## config.mk

```make
export PLATFORM = sky130hd
export DESIGN_NAME = imem_fetch
export DESIGN_NICKNAME = d
export VERILOG_FILES = /design/src/rtl/imem_pkg.sv /design/src/rtl/fetch_fifo.sv /design/src/rtl/imem_fetch.sv
export SDC_FILE = /design/constraint.sdc
export NUM_CORES = 1
export LEC_CHECK = 0
export ABC_AREA = 1
export CAP_MARGIN = 0
export CORE_ASPECT_RATIO = 0.75
export CORE_UTILIZATION = 58
export CTS_CLUSTER_DIAMETER = 150
export DETAILED_ROUTE_END_ITERATION = 10
export GPL_ROUTABILITY_DRIVEN = 0
export PLACE_DENSITY = 0.88
export SYNTH_ARGS = -nofsm -noshare
export SYNTH_HDL_FRONTEND = slang
export SYNTH_HIERARCHICAL = 1
export SYNTH_SLANG_ARGS = --single-unit
```

## constraint.sdc

```tcl
create_clock -name clk -period 4.75 [get_ports clk]
set_input_delay 0.475 -clock clk [delete_from_list [all_inputs] [get_ports clk]]
set_output_delay 0.475 -clock clk [all_outputs]
set_load 0.02 [all_outputs]
```

## src/rtl/imem_pkg.sv

```systemverilog
`default_nettype none
// ----------------------------------------------------------------------------
// imem_pkg : shared types and constants for the instruction-fetch slice
// Revision : 1.0
// ----------------------------------------------------------------------------
package imem_pkg;

  localparam int          IMEM_ADDR_WIDTH = 8;
  localparam int          IMEM_DATA_WIDTH = 32;
  localparam logic [31:0] IMEM_RESET_PC   = 32'h0000_0000;
  localparam logic [31:0] NOP             = 32'h0000_0013;

  typedef struct packed {
    logic [31:0] pc;
    logic [31:0] inst;
  } fetch_entry_t;

  function automatic logic [31:0] next_pc(input logic [31:0] pc);
    return pc + 32'd4;
  endfunction

endpackage
`default_nettype wire

```

## src/rtl/fetch_fifo.sv

```systemverilog
`default_nettype none
// ----------------------------------------------------------------------------
// fetch_fifo : synchronous skid FIFO of fetch_entry_t with clear (clear wins)
// Revision   : 1.0
// ----------------------------------------------------------------------------
module fetch_fifo
  import imem_pkg::*;
#(
  parameter  int DEPTH = 2,
  localparam int PW    = $clog2(DEPTH),
  localparam int CW    = PW + 1
) (
  input  logic          clk,
  input  logic          rst_n,
  input  logic          push,
  input  fetch_entry_t  push_data,
  input  logic          pop,
  input  logic          clear,
  output logic [CW-1:0] count,
  output logic          empty,
  output fetch_entry_t  head
);

  fetch_entry_t  mem_q [DEPTH];
  fetch_entry_t  mem_d [DEPTH];
  logic [PW-1:0] wr_ptr_q, wr_ptr_d;
  logic [PW-1:0] rd_ptr_q, rd_ptr_d;
  logic [CW-1:0] count_q, count_d;
  logic          full;
  logic          do_push;
  logic          do_pop;

  always_comb begin
    full     = (count_q == CW'(DEPTH));
    empty    = (count_q == '0);
    do_push  = push & ~full;
    do_pop   = pop & ~empty;
    mem_d    = mem_q;
    wr_ptr_d = wr_ptr_q;
    rd_ptr_d = rd_ptr_q;
    count_d  = count_q;
    if (clear) begin
      wr_ptr_d = '0;
      rd_ptr_d = '0;
      count_d  = '0;
    end else begin
      if (do_push) begin
        mem_d[wr_ptr_q] = push_data;
        wr_ptr_d        = wr_ptr_q + 1'b1;
      end
      if (do_pop) begin
        rd_ptr_d = rd_ptr_q + 1'b1;
      end
      count_d = count_q + CW'(do_push) - CW'(do_pop);
    end
  end

  always_ff @(posedge clk or negedge rst_n) begin
    if (!rst_n) begin
      for (int i = 0; i < DEPTH; i++) begin
        mem_q[i] <= '0;
      end
      wr_ptr_q <= '0;
      rd_ptr_q <= '0;
      count_q  <= '0;
    end else begin
      mem_q    <= mem_d;
      wr_ptr_q <= wr_ptr_d;
      rd_ptr_q <= rd_ptr_d;
      count_q  <= count_d;
    end
  end

  assign count = count_q;
  assign head  = mem_q[rd_ptr_q];

  // The upstream credit scheme must make overflow impossible.
  a_no_push_when_full: assert property (@(posedge clk) disable iff (!rst_n) !(push && full));

endmodule
`default_nettype wire

```

## src/rtl/imem_fetch.sv

```systemverilog
`default_nettype none
// ----------------------------------------------------------------------------
// imem_fetch : PC/credit/squash logic driving a 1-cycle-latency SRAM into a
//              skid FIFO. Optional SRAM write port under macro IMEM_LOAD_EN.
// Revision   : 1.0
// ----------------------------------------------------------------------------
module imem_fetch
  import imem_pkg::*;
#(
  parameter int          ADDR_WIDTH = IMEM_ADDR_WIDTH,
  parameter int          DATA_WIDTH = IMEM_DATA_WIDTH,
  parameter int          FIFO_DEPTH = 2,
  parameter logic [31:0] RESET_PC   = IMEM_RESET_PC
) (
  input  logic                  clk,
  input  logic                  rst_n,
  input  logic                  fetch_en,
  input  logic                  redirect_valid,
  input  logic [31:0]           redirect_pc,
  output logic                  inst_valid,
  input  logic                  inst_ready,
  output logic [DATA_WIDTH-1:0] inst,
  output logic [31:0]           inst_pc,
`ifdef IMEM_LOAD_EN
  input  logic                  load_valid,
  input  logic [ADDR_WIDTH-1:0] load_addr,
  input  logic [DATA_WIDTH-1:0] load_data,
  output logic                  load_ready,
`endif
  output logic                  csb0,
  output logic                  web0,
  output logic [ADDR_WIDTH-1:0] addr0,
  output logic [DATA_WIDTH-1:0] din0,
  input  logic [DATA_WIDTH-1:0] dout0
);

  localparam int CW = $clog2(FIFO_DEPTH) + 1;

  logic [31:0]     pc_q, pc_d;
  logic [31:0]     tag_q, tag_d;
  logic            inflight_q, inflight_d;
  logic [CW-1:0]   count;
  logic            empty;
  fetch_entry_t    head;
  fetch_entry_t    push_data;
  logic            pop;
  logic            push;
  logic            issue;
  logic [CW:0]     credits_used;
  logic [ADDR_WIDTH-1:0] rd_addr;

  always_comb begin
    pop          = ~empty & inst_ready;
    credits_used = {1'b0, count} + (CW+1)'(inflight_q) - (CW+1)'(pop);
    // rst_n gating keeps the SRAM deselected for the whole reset window.
    issue        = rst_n & fetch_en & ~redirect_valid &
                   (credits_used < (CW+1)'(FIFO_DEPTH));
    push         = inflight_q & ~redirect_valid;
    push_data    = '{pc: tag_q, inst: 32'(dout0)};
    rd_addr      = rst_n ? pc_q[ADDR_WIDTH+1:2] : '0;
    pc_d         = pc_q;
    tag_d        = tag_q;
    inflight_d   = issue;
    if (redirect_valid) begin
      pc_d = redirect_pc & ~32'h3;
    end else if (issue) begin
      tag_d = pc_q;
      pc_d  = next_pc(pc_q);
    end
  end

  always_ff @(posedge clk or negedge rst_n) begin
    if (!rst_n) begin
      pc_q       <= RESET_PC;
      tag_q      <= '0;
      inflight_q <= 1'b0;
    end else begin
      pc_q       <= pc_d;
      tag_q      <= tag_d;
      inflight_q <= inflight_d;
    end
  end

`ifdef IMEM_LOAD_EN
  logic load_fire;
  always_comb begin
    load_ready = ~fetch_en & ~inflight_q & ~redirect_valid;
    load_fire  = load_valid & load_ready & rst_n;
    csb0       = ~(issue | load_fire);
    web0       = ~load_fire;
    addr0      = load_fire ? load_addr : rd_addr;
    din0       = load_fire ? load_data : '0;
  end
`else
  always_comb begin
    csb0  = ~issue;
    web0  = 1'b1;
    addr0 = rd_addr;
    din0  = '0;
  end
`endif

  fetch_fifo #(
    .DEPTH (FIFO_DEPTH)
  ) u_fifo (
    .clk       (clk),
    .rst_n     (rst_n),
    .push      (push),
    .push_data (push_data),
    .pop       (pop),
    .clear     (redirect_valid),
    .count     (count),
    .empty     (empty),
    .head      (head)
  );

  assign inst_valid = ~empty;
  assign inst       = head.inst[DATA_WIDTH-1:0];
  assign inst_pc    = head.pc;

endmodule
`default_nettype wire

```

==> results by group <==
Pwr
  • VDD IR max: 0.249 mV
  • Static leakage: 6.23 nW
  • PwrDens: 402 mW/mm^2

Timing
  • Final hold violations: 0
  • Final setup viols: 0
  • Clock Skew: 0.0102 ns
  • Relative slew slack: 26.9%
  • RSZ-0062 raised after global routing: false
  • Tcrit/Tclk final: 79.8%
  • Slew @ Worst Pin: 1.09 ns
  • Fin. max-slew vios: 0
  • Fmax: 0.264 GHz
  • Post-layout min period: 3.79 ns
  • Fin Hold WS: 0.0560 ns
  • Setup TNS: 0 ns

Synth
  • Mapped Area: 0.0101 sq mm
  • Synth Instances: 1383
  • Yosys warning count: 6
  • Register area share after synthesis: 47.7%
  • Flops & latches, synth: 193
  • Syn_area_per_cell: 7.33 sq um
  • Yosys cell types: 23

Clocking
  • Hold-fix buffers, CTS: 0
  • Clock latency on the worst-skew pair: 0.44 ns
  • Worst-path clk slew: 0.07 ns
  • Clk root buf: clkbuf_16
  • CTS tree: done
  • Maximum root-to-sink buffer count: 2
  • Number of CTS-inserted buffers: 17
  • Post-cts sizing count: 0
  • # clock sinks: 193
  • Postcts setup bufs: 0
  • H-tree depth: 4

Die
  • Die area: 0.0180 sq mm
  • Io pins: 176
  • Core area: 0.0169 sq mm
  • Row count: 41
  • Die H: 116 microns
  • Overall die width: 155 microns
  • Initial Util: 59.9%

Outcome
  • Status: completed

Finish
  • # fillers: 1334
  • Diode count: 0
  • Synth-to-layout area growth: 17.6%
  • # nets final: 1544
  • Final design utilization: 70.4%
  • Share of layout cells above drive strength 1: 4.18%
  • Footprint of the multi-input gates: 0.00440 sq mm
  • Commonest non-fill, non-tap cell in the layout: nand2_1
  • Most frequent cells in the layout: nand2_1 (636), dfrtp_1 (192), clkdlybuf4s50_1 (139)
  • Reg area: 0.00483 sq mm

Global route
  • GR Util met3: 7.16%
  • Initial antenna violation count: 0
  • Total track usage: 30.1%
  • Largest net degree at the start of global routing: 106
  • Met1 Use GR: 41.3%
  • First-pass GRT wire length: 42.3 mm
  • Vias in the first global route: 8525
  • M2 GR Usage: 48.0%
  • Busiest grt layer: met2
  • Total gr overflow: 0

Job
  • Max Cap Viol: 0

Routing
  • Final Routed Wirelength: 26.3 mm
  • Pre-antenna DRT Iters: 6
  • DR vias/cell: 5.65
  • Final antenna-violating net count: 0
  • DR iter-0 viols: 1133
  • Routed WL per cell: 15.5 microns
  • Vias post-DR: 9590
  • Drt drc: 0

Worst setup path
  • CP endpoint kind: output port
  • Crit start category: register
  • Critical path class: register to output port
  • Data required, critical path: 4.28 ns
  • Max FO, Critical Path: 6
  • CP arrival: 3.31 ns

Placement
  • DP Wirelength: 16.0 mm
  • I/O Buffers: 140

Hold path
  • HP Class: primary input to asynchronous set/reset pin
-- kinds of logic (layout without fill, tap and decap cells) --
kind of cell / after synthesis / count (layout) / synth area share, %
flops: 193 / 193 / 47.7
buf+inv: 207 / 272 / 10.5
other cells: 2 / 37 / 0.0741
simple gates: 939 / 939 / 39.1
compound gates: 37 / 37 / 2.00
fa+ha+maj: 5 / 5 / 0.692
-- metrics by stage --
stage	total power (W)	std cells	area (sq um)	setup WS, ns
4_1_cts	0.00480	1698	11900	0.968
2_1_floorplan	0.00281	1418	10300	1.92
3_3_place_gp	0.00334	1666	11300	1.27
6_report	0.00479	1698	11900	0.961
5_1_grt	0.00503	1698	11900	0.776
3_5_place_dp	0.00338	1666	11300	1.17
-- worst paths after layout --
path                       cells after the start  slack (ns)               end             start
setup / recovery                              11        0.96              csb0   u_fifo/count[1]
hold / removal                                 1        0.06  u_fifo/mem_q[11]             rst_n
setup reg to reg                              15        1.32          pc_q[28]   u_fifo/count[1]
hold reg to reg                                2        0.47  u_fifo/mem_q[16]  u_fifo/mem_q[16]
max in group asynchronous                      2        3.39   u_fifo/rd_ptr_q             rst_n
min in group clk                               2        0.47  u_fifo/mem_q[16]  u_fifo/mem_q[16]
-- critical path, cell delays in order, from the launching register on --
cell	delay [ns]
dfrtp_1	0.49
inv_1	0.10
nand2_1	0.12
inv_1	0.06
nor2_1	0.21
ha_1	0.27
or2_2	0.31
fa_1	0.49
nand2_1	0.06
nor2_1	0.15
nand2_2	0.07
clkdlybuf4s50_1	0.54
-- layout make-up --
cell class / instances / area share [%]
multi-input cells: 1018 / 36.9
flip-flops and latches: 193 / 40.5
repair buffers: 154 / 12.7
clock inverters: 13 / 1.14
inverters: 86 / 2.71
clock buffers: 19 / 3.72
well taps: 215 / 2.26
-- metal layers --
metal / vias to the layer above / routed length, microns
met4: 0 / 532
li1: 4513 / -
met1: 4465 / 10700
met5: - / 0
met2: 561 / 12300
met3: 51 / 2790
-- power breakdown --
part | switching (W) | internal, W
sequential | 0.000202 | 0.00192
combinational | 0.000719 | 0.000526
clock | 0.000632 | 0.000789
-- registers in the layout, indices dropped and copies added, names as in the netlist --
register	cells
u_fifo/count	2
inflight_q	1
pc_q	30
tag_q	30
u_fifo/rd_ptr_q	1
u_fifo/mem_q	128
u_fifo/wr_ptr_q	1
-- synth_stat cells --
master | n | area (sq um)
inv_2 | 1 | 3.75
nand2_2 | 2 | 12.5
conb_1 | 2 | 7.51
clkbuf_1 | 10 | 37.5
buf_4 | 49 | 368
nor2_2 | 5 | 31.3
o21ai_0 | 29 | 145
dfrtp_1 | 193 | 4830
nand4_1 | 130 | 813
buf_1 | 1 | 3.75
ha_1 | 4 | 50.1
nor2_1 | 99 | 372
nand3_2 | 1 | 10.0
and2_1 | 1 | 6.26
fa_1 | 1 | 20.0
inv_1 | 85 | 319
o211ai_1 | 7 | 52.6
a21oi_1 | 1 | 5.00
buf_2 | 57 | 285
buf_6 | 4 | 45.0
nand3_1 | 63 | 315
nand2_1 | 636 | 2390
or2_2 | 2 | 12.5
(Power assumes the default switching activity.)
